===== src/rtl/paddle_emu.sv =====
// paddle_emu: emulates two Atari 2600 paddle pots (TIA INPT0/INPT1) from USB HID
// analog axes. Each paddle position is a scanline count; after the TIA releases
// its dump transistor the pot line reads high once that many lines have passed.
// Optional feature macro: PADDLE_MOUSE_EN adds relative mouse steering of paddle 0.
module paddle_emu #(
    parameter logic [7:0] MAX_POS = 8'd228,
    parameter bit         INVERT  = 1'b0
) (
    input  logic              clk,
    input  logic              reset,
    input  logic              line_tick,
    input  logic              dump,
    input  logic              joystick_strobe,
    input  logic signed [7:0] joystick0ax,
    input  logic signed [7:0] joystick1ax,
    input  logic [7:0]        joystick0,
    input  logic [7:0]        joystick1,
`ifdef PADDLE_MOUSE_EN
    input  logic              mouse_mode,
    input  logic              mouse_strobe,
    input  logic signed [7:0] mouse_dx,
`endif
    output logic [1:0]        pot,
    output logic [1:0]        paddle_btn_n,
    output logic [7:0]        pos0,
    output logic [7:0]        pos1
);

    localparam int DATA_W = 8;

    localparam logic [1:0] ST_DUMP   = 2'd0;
    localparam logic [1:0] ST_CHARGE = 2'd1;
    localparam logic [1:0] ST_DONE   = 2'd2;

    // Map a signed axis onto 0..MAX_POS: offset-binary, then scale by MAX_POS/256.
    function automatic logic [DATA_W-1:0] scale_axis(input logic signed [DATA_W-1:0] ax);
        logic [DATA_W-1:0]   u;
        logic [2*DATA_W-1:0] prod;
        logic [DATA_W-1:0]   s;
        u    = {~ax[DATA_W-1], ax[DATA_W-2:0]};
        prod = {{DATA_W{1'b0}}, u} * {{DATA_W{1'b0}}, MAX_POS};
        s    = prod[2*DATA_W-1:DATA_W];
        if (INVERT) begin
            s = MAX_POS - s;
        end
        return s;
    endfunction

`ifdef PADDLE_MOUSE_EN
    // Saturate a 10-bit signed position sum into 0..MAX_POS.
    function automatic logic [DATA_W-1:0] clamp_pos(input logic signed [DATA_W+1:0] v);
        logic [DATA_W-1:0] r;
        if (v < 10'sd0) begin
            r = '0;
        end else if (v > $signed({2'b00, MAX_POS})) begin
            r = MAX_POS;
        end else begin
            r = v[DATA_W-1:0];
        end
        return r;
    endfunction

    logic signed [DATA_W+1:0] mouse_sum;
    assign mouse_sum = $signed({2'b00, pos0}) + $signed({{2{mouse_dx[DATA_W-1]}}, mouse_dx});
`endif

    // Only bit 4 (fire) of each HID joystick byte is meaningful here.
    logic unused_joy_bits;
    assign unused_joy_bits = ^{joystick0[7:5], joystick0[3:0], joystick1[7:5], joystick1[3:0]};

    logic [DATA_W-1:0] pos_sel [2];
    logic [1:0]        state   [2];
    logic [DATA_W-1:0] cnt     [2];
    logic [DATA_W-1:0] tgt     [2];

    assign pos_sel[0] = pos0;
    assign pos_sel[1] = pos1;

    // Paddle position registers, updated the cycle after a data strobe.
    always_ff @(posedge clk) begin
        if (reset) begin
            pos0 <= MAX_POS >> 1;
            pos1 <= MAX_POS >> 1;
        end else begin
`ifdef PADDLE_MOUSE_EN
            if (mouse_mode) begin
                if (mouse_strobe) begin
                    pos0 <= clamp_pos(mouse_sum);
                end
            end else if (joystick_strobe) begin
                pos0 <= scale_axis(joystick0ax);
            end
`else
            if (joystick_strobe) begin
                pos0 <= scale_axis(joystick0ax);
            end
`endif
            if (joystick_strobe) begin
                pos1 <= scale_axis(joystick1ax);
            end
        end
    end

    // Fire buttons: registered and inverted to active-low for the RIOT port.
    always_ff @(posedge clk) begin
        if (reset) begin
            paddle_btn_n <= 2'b11;
        end else begin
            paddle_btn_n <= ~{joystick1[4], joystick0[4]};
        end
    end

    // Charge targets are latched when the dump releases so mid-charge moves wait a frame.
    always_ff @(posedge clk) begin
        for (int i = 0; i < 2; i++) begin
            if (!dump && state[i] == ST_DUMP) begin
                tgt[i] <= pos_sel[i];
            end
        end
    end

    // Per-paddle capacitor FSM: grounded, counting scanlines, then charged.
    always_ff @(posedge clk) begin
        if (reset) begin
            for (int i = 0; i < 2; i++) begin
                state[i] <= ST_DUMP;
                cnt[i]   <= '0;
                pot[i]   <= 1'b0;
            end
        end else begin
            for (int i = 0; i < 2; i++) begin
                if (dump) begin
                    state[i] <= ST_DUMP;
                    cnt[i]   <= '0;
                    pot[i]   <= 1'b0;
                end else begin
                    case (state[i])
                        ST_DUMP: begin
                            state[i] <= ST_CHARGE;
                            cnt[i]   <= '0;
                            pot[i]   <= 1'b0;
                        end
                        ST_CHARGE: begin
                            if (cnt[i] >= tgt[i]) begin
                                state[i] <= ST_DONE;
                                pot[i]   <= 1'b1;
                            end else if (line_tick && cnt[i] != 8'hFF) begin
                                cnt[i] <= cnt[i] + 8'd1;
                            end
                        end
                        ST_DONE: begin
                            pot[i] <= 1'b1;
                        end
                        default: begin
                            state[i] <= ST_DUMP;
                            cnt[i]   <= '0;
                            pot[i]   <= 1'b0;
                        end
                    endcase
                end
            end
        end
    end

endmodule


===== config.mk =====
export PLATFORM = sky130hd
export DESIGN_NAME = paddle_emu
export DESIGN_NICKNAME = d
export VERILOG_FILES = /design/src/rtl/paddle_emu.sv
export SDC_FILE = /design/constraint.sdc
export NUM_CORES = 1
export LEC_CHECK = 0
export CAP_MARGIN = 40
export CORE_MARGIN = 2
export CORE_UTILIZATION = 35
export CTS_BUF_LIST = sky130_fd_sc_hd__clkbuf_4 sky130_fd_sc_hd__clkbuf_8
export DETAILED_ROUTE_END_ITERATION = 10
export GPL_TIMING_DRIVEN = 0
export PLACE_DENSITY = 0.64
export SYNTH_ARGS = -nofsm -noshare
export SYNTH_HDL_FRONTEND = slang
export SYNTH_SLANG_ARGS = --single-unit

===== constraint.sdc =====
create_clock -name clk -period 9.2 [get_ports clk]
set_input_delay 2.3 -clock clk [delete_from_list [all_inputs] [get_ports clk]]
set_output_delay 2.3 -clock clk [all_outputs]
set_load 0.02 [all_outputs]

# Yosys cells after proc, flatten, opt, wreduce, memory -nomap -nowiden
# Memories as Yosys holds them, arrays and structs flattened.
# Cells that the tools add are included.
[word_totals] regBits=20 mem_bits_rw=36 n_memories=3
[memory_table] name="cnt" depth=2 width=8 rd=2 rd_ports_with_merged_regs=0 write_ports=2 line_no="73" rtl="logic [DATA_W-1:0] cnt [2];"
[memory_table] name="tgt" depth=2 width=8 rd=2 rd_ports_with_merged_regs=0 write_ports=2 line_no="74" rtl="logic [DATA_W-1:0] tgt [2];"
[memory_table] name="state" depth=2 width=2 rd=2 rd_ports_with_merged_regs=0 write_ports=2 line_no="72" rtl="logic [1:0] state [2];"
[op_classes] addsub=2 mul=2 n_lt_le_gt_ge=2 eq_ne=8 mux=67 bitwise=19 n_reduce_logical=10
[op_table] cell="2-to-1 mux 8 bit" n=8
[op_table] cell="2-to-1 mux 1 bit" n=49
[op_table] cell="multiplier 8 x 6 -> 14 bit, second input constant" n=2
[op_table] cell="adder 8 x 1 -> 8 bit, second input constant" n=2
[op_table] cell="greater-or-equal comparator 8 bit" n=2
[op_table] cell="2-to-1 mux 2 bit" n=8
[op_table] cell="!= test 8 bit, second input constant" n=2
[op_table] cell="bitwise OR 1 bit" n=16
[op_table] cell="OR reduction 3 bit" n=2
[op_table] cell="equality test 2 x 1 -> 1 bit, second input constant" n=2
[op_table] cell="equality test 2 bit, second input constant" n=2
[op_table] cell="logical AND 1 bit" n=4
[op_table] cell="zero test 2 bit" n=2
[op_table] cell="!= test 2 bit, second input constant" n=2
[op_table] cell="one-hot mux 1 bit (2 select lines)" n=2
[op_table] cell="inverter 1 bit" n=2
[op_table] cell="inverter 2 bit" n=1
[op_table] cell="OR reduction 2 bit" n=1
[op_table] cell="zero test 1 bit" n=1

# Longest topological paths before layout
# Gate-level depths: netlist of run 1.
# An unclocked memory read counts as a cell.
[logic_depth] word_depth=11 ltp_mapped=12 mapped_depth_nobuf=12

# Worst setup path after synthesis of run 1
# Ideal clock, no wire load.
[synth_path] kind="input -> register" from="in joystick1ax[0]" to="reg pos1[5]" setup_ns=0.123 arrival_ns=5.004 required_ns=9.077 path_slack_ns=4.073 path_stages=12 n_path_buf=0 cell_sequence="fa_1 > inv_1 > fa_1 > inv_1 > ha_1 > and4_1 > fa_1 > a211oi_1 > o21bai_1 > a21oi_1 > xor2_1 > o21ai_0"
[synth_between] elab_chain_len=1
[synth_rtl] element="start, declared" line_no="15" rtl="input logic signed [7:0] joystick1ax,"
[synth_rtl] element="multiplier 8 x 6 -> 14 bit" line_no="41" rtl="prod = {{DATA_W{1'b0}}, u} * {{DATA_W{1'b0}}, MAX_POS};"
[synth_rtl] element="end signal, assigned" line_no="83" rtl="pos1 <= MAX_POS >> 1;"
[synth_rtl] element="end signal, assigned" line_no="99" rtl="pos1 <= scale_axis(joystick1ax);"
[synth_rtl] element="end, declared" line_no="26" rtl="output logic [7:0] pos1"
# No other way between the ends.
# A chain may end at the register's enable or synchronous reset.

# Final worst setup path of run 1
# Same ends and word-level chain as after synthesis.

==> run summary, run 1 <==
The flow ran to the end, and the final reports show no timing, DRC or antenna violations. The peak fanout along the critical path came out at 3. The final period demand of the worst path is 5.545 ns. The worst-case IR drop observed on VDD is 54.45 uV. The final weighted congestion of routability-driven global placement is 0.7960. The cell taking the most area after synthesis is edfxtp_1. The full die area is 13,300 sq um.

Setup violations remaining at the end of the flow were counted as 0. The count of non-filler cells in the finished layout is 629. The synthesized instance count came out at 409.

The placement row count is 40. The combinational cell fraction of total power came out at 43.2%. The placeable core region came out at 12,060 sq um. The critical path arrival came out at 5.75 ns. The layout cell share with drive strength beyond 1 came out at 6.074%.

The sequential share of power is 40.1%. The top cell type by area accounts for 24.91% of the synthesized area. The root buffer cell is clkbuf_8.

The main combinational cell family by area after synthesis is adder cells. Input and output buffers added on the ports amount to 42. In this run, placement finished with an instance count of 621. The fraction of the mapped netlist area in adder cells is 30.33%. The post-layout net count is 589.

The clock tree from TritonCTS is done. The number of nets in the synthesized netlist is 538. The number of buffers on the longest clock path is 2. The DRC violations left is 0.

The initial antenna violation count came out at 0. The count of final hold-check violations is 0. The final-layout worst hold slack is 0.4715 ns. The post-detailed-route count of antenna-violating nets is 0. Among the stages of the critical path, the cell type that occurs most often is fa_1. The via count of the first global-routing pass is 3,134. The number of violations of the max-capacitance limit is 0.

The worst setup path is launched from an input pin. The clock-pin slew on the worst setup and hold paths is 0.10 ns. In this design, the stage delay of the slowest critical-path cell is 0.55 ns. The total grt overflow came out at 0.

Setup repair after global routing left no endpoint under its margin. The simple-gate share of the synthesized area came out at 11.01%. From synthesis to final layout, the design area changed by 16.90%. The fraction of the mapped netlist area in compound gates is 11.71%.

The post-detailed-routing wire length is 8050 um. The data required time at the worst endpoint is 9.40 ns. The total global routing track utilization is 12.89%. Ranked by total cell area, the synthesized netlist is headed by edfxtp_1, ha_1, fa_1, dfxtp_1, inv_1. The wire length of the first global-routing pass is 13,850 um. The CTS buffer count came out at 5. The maximum number of pins on one net before global-route repair is 18. The post-synthesis sequential area ratio came out at 34.14%. The number of levels the H-tree was split into is 2. The repair_antennas step left the layout with diodes totalling 0. The xor/xnor share of the synthesized area came out at 5.652%.

Adding up every negative setup slack in the final design gives 0 ns. The final standard cell area without fillers came out at 5072 sq um. The count of pins on the block boundary came out at 57.

For this run, the top clock speed supported by timing is 0.1803 GHz. The mux contribution to synthesized area is 1.384%. The switching share of power is 35.82%. The analysis attributes to cell leakage a power of 2.244 nW. The clock arrives with 0.006972 ns of skew. The post-route clock period utilization came out at 60.27%. The relative contribution of the clock network to total power is 16.8%. The relative slew slack is 50.69%. The number of iterations in the first detailed-routing pass is 4.

The cell-internal power is 532.0 uW. The count of vias placed by the detailed router is 2,962. The post-cts resize count came out at 0.

The initial utilization of the core area, before any placement, comes to 35.98%. The via count normalized by instance count is 4.709. The post-route worst setup slack is 3.655 ns. The final cell utilization of the core is 42.05%.

Measured along the x axis, the die boundary spans 115.3 um. The half-perimeter wire length of the detailed placement result is 6775 um. The tightest min-delay check is of the flip-flop to flip-flop type. The die height is 115.3 um. In this design, the largest share of critical-path delay is due to adder cells. The transition at the pin with the smallest max-transition slack is 0.7382 ns.

The power per cell area came out at 163.4 nW/um^2. The post-synthesis average cell area came out at 10.61 sq um. The worst slack at placement is 3.303 ns. The critical path in this run is classified as input pin to flip-flop. The largest individual stage delay along the critical path comes from the cell fa_1.

The number of fill cells in the layout is 1,172. The number of violations reported at the end of detailed-routing iteration 0 is 129. The worst path buffer plus inverter count came out at 3. The number of setup buffers added after CTS is 0.

The final-report max-slew violation count is 0. The post-placement cell area came out at 4980 sq um. The number of different library cells used by synthesis comes to 49. Yosys printed 0 warnings.

The post-synthesis register bit count came out at 56. The combined area of all synthesized cells came out at 4339 sq um. The clock insertion delay at the later pin of the skew report came out at 0.31 ns. The clock sink count is 56.

The capturing element type of the critical path is a flip-flop. The hold buffer count at cts is 0. The switching power of the nets is 296.9 uW. The overall power is 829.0 uW. The detailed-route wire length per cell is 12.80 um. Traced cell by cell, the critical path runs through clkdlybuf4s50_1 -> fa_1 -> inv_1 -> fa_1 -> inv_1 -> ha_1 -> and4_1 -> fa_1 -> a211oi_1 -> o21bai_1 -> a21oi_1 -> xor2_1 -> o21ai_0.
## worst reg2reg max path, cell delays in order, from the launching register on
cell	delay (ns)
edfxtp_1	0.48
inv_1	0.09
ha_1	0.22
nand2b_4	0.15
a2111oi_4	0.40
o211ai_2	0.15
and2_4	0.18
o31ai_1	0.48
buf_2	0.29
## cell usage after synthesis, drive strengths merged
cell type,n
buf,2
xor2,8
or2,3
a2111oi,1
inv,60
and4,2
a21oi,17
a211o,3
nor2,31
a221oi,1
nor2b,4
edfxtp,36
o21bai,2
o31ai,3
a31oi,2
a21o,9
clkbuf,4
o211ai,4
and3,3
o2111ai,1
o21ai,12
fa,22
mux2i,6
nand3,12
a41oi,1
o21a,2
nand4,2
o311ai,2
and2,4
dfxtp,20
nand2b,4
nor3,7
xnor2,20
ha,70
a21boi,1
a211oi,4
nor4,6
nand2,17
a31o,1
## path summary, 6_finish.rpt
check	from	to	slack [ns]	depth (start not counted)
setup / recovery	joystick1ax[0]	pos1[5]	3.65	13
hold / removal	pot[0]	pot[0]	0.47	2
setup reg to reg	cnt[1][0]	cnt[1][3]	6.48	8
hold reg to reg	pot[0]	pot[0]	0.47	2
## layout by cell type (no fill, tap or decap), drive strengths merged, types with 17 or more instances in the layout
master,n
dfxtp,20
nor2,31
xnor2,20
a21oi,17
ha,70
clkdlybuf4s50,42
inv,60
nand2,17
edfxtp,36
fa,22
## routing by layer
layer	share of wire (%)	wire, um	global-route usage [%]
met1	45	3605	15.71
met2	50	4064	23.63
met3	3.7	296	1.792
met4	1.0	83	3.614
met5	0	0	0
## power by group through the flow
stage	Combinational, mW	Sequential (mW)	Clock [mW]
after global routing	0.410	0.336	0.151
after global placement	0.351	0.337	0
after floorplan	0.236	0.351	0
after CTS	0.364	0.333	0.143
final	0.358	0.332	0.139
after detailed placement	0.360	0.338	0
## final cells by class
cell class | instances | area, sq um | area share [%]
clock buffer | 6 | 76.32 | 1.505
sequential | 56 | 1481 | 29.21
buffer | 6 | 25.02 | 0.4933
tap | 168 | 210.2 | 4.144
clock inverter | 2 | 16.27 | 0.3207
inverter | 60 | 225.2 | 4.440
multi-input combinational | 287 | 2608 | 51.41
timing repair buffer | 44 | 430.4 | 8.485
## logic make-up (layout without fill, tap and decap cells)
kind of cell,count (synthesis),count (layout)
simple gates,95,95
buf+inv,66,118
flops,56,56
xor+xnor,28,28
mux,6,6
fa+ha+maj,92,92
compound gates,66,66
## state kept, by name (all words and copies together) (netlist names)
register,flops
pos0,8
pot,2
pos1,8
state,4
tgt,16
cnt,16
paddle_btn_n,2
No activity file was read; power rests on OpenSTA's default activity.
==> run 2: changes to the inputs <==
==> constraint.sdc (replaced) <==
create_clock -name clk -period 5.4 [get_ports clk]
set_input_delay 1.35 -clock clk [delete_from_list [all_inputs] [get_ports clk]]
set_output_delay 1.35 -clock clk [all_outputs]
set_load 0.02 [all_outputs]
==> results of run 2 <==
The final DEF is identical to that of run 1. Status: completed.
Main changes from that run: setup slack after placement 3.303 ns -> 0.4530 ns; setup slack after layout 3.655 ns -> 0.8048 ns; register-to-register setup slack 6.48 ns -> 2.68 ns; total power 0.8290 mW -> 1.412 mW; worst IR drop on VDD 54.45 uV -> 92.76 uV
==> run 3: changes to the inputs <==
--- a/config.mk
+++ b/config.mk
@@ -8,7 +8,6 @@
 export CAP_MARGIN = 40
 export CORE_MARGIN = 2
 export CORE_UTILIZATION = 35
-export CTS_BUF_LIST = sky130_fd_sc_hd__clkbuf_4 sky130_fd_sc_hd__clkbuf_8
 export DETAILED_ROUTE_END_ITERATION = 10
 export GPL_TIMING_DRIVEN = 0
 export PLACE_DENSITY = 0.64
==> constraint.sdc (replaced) <==
create_clock -name clk -period 5.08 [get_ports clk]
set_input_delay 1.27 -clock clk [delete_from_list [all_inputs] [get_ports clk]]
set_output_delay 1.27 -clock clk [all_outputs]
set_load 0.02 [all_outputs]
==> run 3 against run 2 <==
Non-clock buffer count is the same. Clock skew shrank 0.0035 ns. Register-to-register slack lost 0.34 ns. Clock power grew 44%. Critical path depth is the same. Clock-buffer cell count is the same.
==> run summary, run 3 (synthesis gave the netlist of run 1 again) <==
STA classifies the critical path startpoint as an input pin. The met2 demand-to-capacity share in global routing came out at 23.78% (+0.16 points). The peak fanout along the critical path is 3 (unchanged). The post-route clock period utilization came out at 89.39%.

The antenna diode count came out at 0 (unchanged). The detailed-route wire length per cell came out at 12.83 um (+0.21%). The effective utilization at floorplan came out at 35.98% (unchanged). The setup path with the least slack is of type input pin to flip-flop.

The cell leakage power came out at 2.266 nW (+0.99%). The area added between synthesis and finish is 18.11%. The data required time at the worst endpoint is 5.26 ns.

The initial antenna violation count came out at 0 (unchanged). The post-detailed-route count of antenna-violating nets came out at 0 (unchanged). The number of port buffers came out at 42 (unchanged).

The total global routing track utilization is 12.88% (about the same). The hold buffer count at cts is 0 (unchanged). The post-layout net count came out at 589 (unchanged). The final-report max-slew violation count is 0 (unchanged). The clock insertion delay at the later pin of the skew report came to 0.29 ns (-0.02 ns). The die height is 115.3 um (unchanged).

The total grt overflow was 0 (unchanged). The number of levels the H-tree was split into came out at 2 (unchanged). The number of setup buffers added after CTS is 0 (unchanged). The worst slack at placement is 0.2130 ns. The CTS buffer count is 5 (unchanged). The number of buffers on the longest clock path is 2 (unchanged). The via count of the first global-routing pass is 3,114 (-0.64%).

The maximum number of pins on one net before global-route repair is 18 (unchanged). The half-perimeter wire length of the detailed placement result was 6775 um (unchanged). The met3 track utilization from global routing came to 1.950% (+0.16 points). The layer flagged by global routing as most heavily used is met2. The count of vias placed by the detailed router is 2,963 (+0.034%). The post-cts resize count was 0 (unchanged). The number of iterations in the first detailed-routing pass came out at 4 (unchanged).

The number of endpoints failing setup at the final stage is 0 (unchanged). The overall power came out at 1.592 mW. The power per cell area came out at 310.7 nW/um^2. The count of pins on the block boundary came out at 57 (unchanged). The sequential cell area is 1481 sq um (unchanged).

In this run the register-to-register setup slack is 2.34 ns. The number of fill cells in the layout is 1,161 (-0.94%). The DRC violations left came out at 0 (unchanged). The wire length of the first global-routing pass is 13,890 um (+0.30%).

The clock sink count is 56 (unchanged). The relative slew slack came out at 49.25% (-1.4 points). The post-detailed-routing wire length came to 8067 um (+0.21%). The combined area of the multi-input logic cells was 2608 sq um (unchanged). The tree is rooted in a clkbuf_16. The worst setup path is captured at a flip-flop. The full die area came to 13,300 sq um (unchanged). The setup TNS came out at 0 ns (unchanged).

The number of violations reported at the end of detailed-routing iteration 0 is 147 (+14%). The layout cell share with drive strength beyond 1 came to 5.857% (-0.22 points). The final weighted congestion of routability-driven global placement is 0.7960 (unchanged).

Data on the critical path arrives at its endpoint at 4.72 ns. The clock tree from TritonCTS is done. The top cell types in the final layout, fill and taps aside, are ha_1, inv_1, clkdlybuf4s50_1.

The worst-case vdd ir drop is 223.3 uV. The placeable core region came out at 12,060 sq um (unchanged). For this run, the top clock speed supported by timing is 0.2202 GHz.

The clock-pin slew on the worst setup and hold paths is 0.07 ns (-0.03 ns). The transition at the pin with the smallest max-transition slack came out at 0.7597 ns (+0.02159 ns). The path class of the tightest hold or removal check is flip-flop to flip-flop. The flow ran to the end, and the final reports show no timing, DRC or antenna violations. The chip width is 115.3 um (unchanged). Setup repair after global routing left no endpoint under its margin.

In the final layout, the registers with the most flip-flops are cnt: 16 flops, tgt: 16 flops. The count of final hold-check violations is 0 (unchanged). The number of violations of the max-capacitance limit is 0 (unchanged).

The placement row count came out at 40 (unchanged). The final period demand of the worst path is 4.541 ns. The most common cell after layout, fill and taps aside is ha_1. The post-route worst setup slack came out at 0.5390 ns.

The via count normalized by instance count is 4.711 (about the same). The met1 usage in global routing is 15.94% (+0.23 points). The worst setup skew after layout is 0.003434 ns (-0.003538 ns).
## run 3: changes by cell type in the layout (fill, tap and decap cells not counted)
cell       delta
clkbuf_16     +5
clkbuf_8      -5
clkbuf_1      +1
clkbuf_4      -1
## run 3: power breakdown
part / leakage (nW) / internal (mW) / total [mW] / switching [mW]
sequential: 0.552 / 0.556 / 0.602 / 0.0462
combinational: 1.65 / 0.304 / 0.648 / 0.344
clock: 0.0671 / 0.184 / 0.342 / 0.158
total: 2.27 / 1.04 / 1.59 / 0.548
## run 3: stage by stage
stage	cells	instance area [sq um]	hold WS, ns	utilization (%)
final	629	5125	0.4655	42.49
after global placement	619	4970	0.4493	41.20
after floorplan	409	4339	0.5311	-
after global routing	629	5125	0.4913	42.49
after detailed placement	621	4980	0.4542	41.29
after CTS	629	5125	0.4665	42.49
## run 3: per-layer routing
layer | part of all wire, % | wire length [um]
met5 | 0 | 0
met1 | 44 | 3579
met2 | 51 | 4142
met4 | 0.77 | 62
met3 | 3.5 | 282
## run 3: critical path: stages
cell	delay [ns]
clkdlybuf4s50_1	0.47
fa_1	0.55
inv_1	0.05
fa_1	0.47
inv_1	0.04
ha_1	0.27
and4_1	0.23
fa_1	0.42
a211oi_1	0.40
o21bai_1	0.13
a21oi_1	0.18
xor2_1	0.15
o21ai_0	0.08
## run 3: area by class of cell
type | count | area share [%]
buffer | 6 | 0.4883
inverter | 60 | 4.395
tap | 168 | 4.102
sequential | 56 | 28.91
multi-input combinational | 287 | 50.88
clock inverter | 2 | 0.3174
clock buffer | 6 | 2.515
timing repair buffer | 44 | 8.398
## run 3: path summary, 6_finish.rpt
path	start	end	cells after the start
worst max register to register	cnt[1][0]	cnt[1][1]	8
worst max-delay path	joystick1ax[0]	pos1[5]	13
worst min-delay path	pot[0]	pot[0]	2
worst min register to register	pot[0]	pot[0]	2
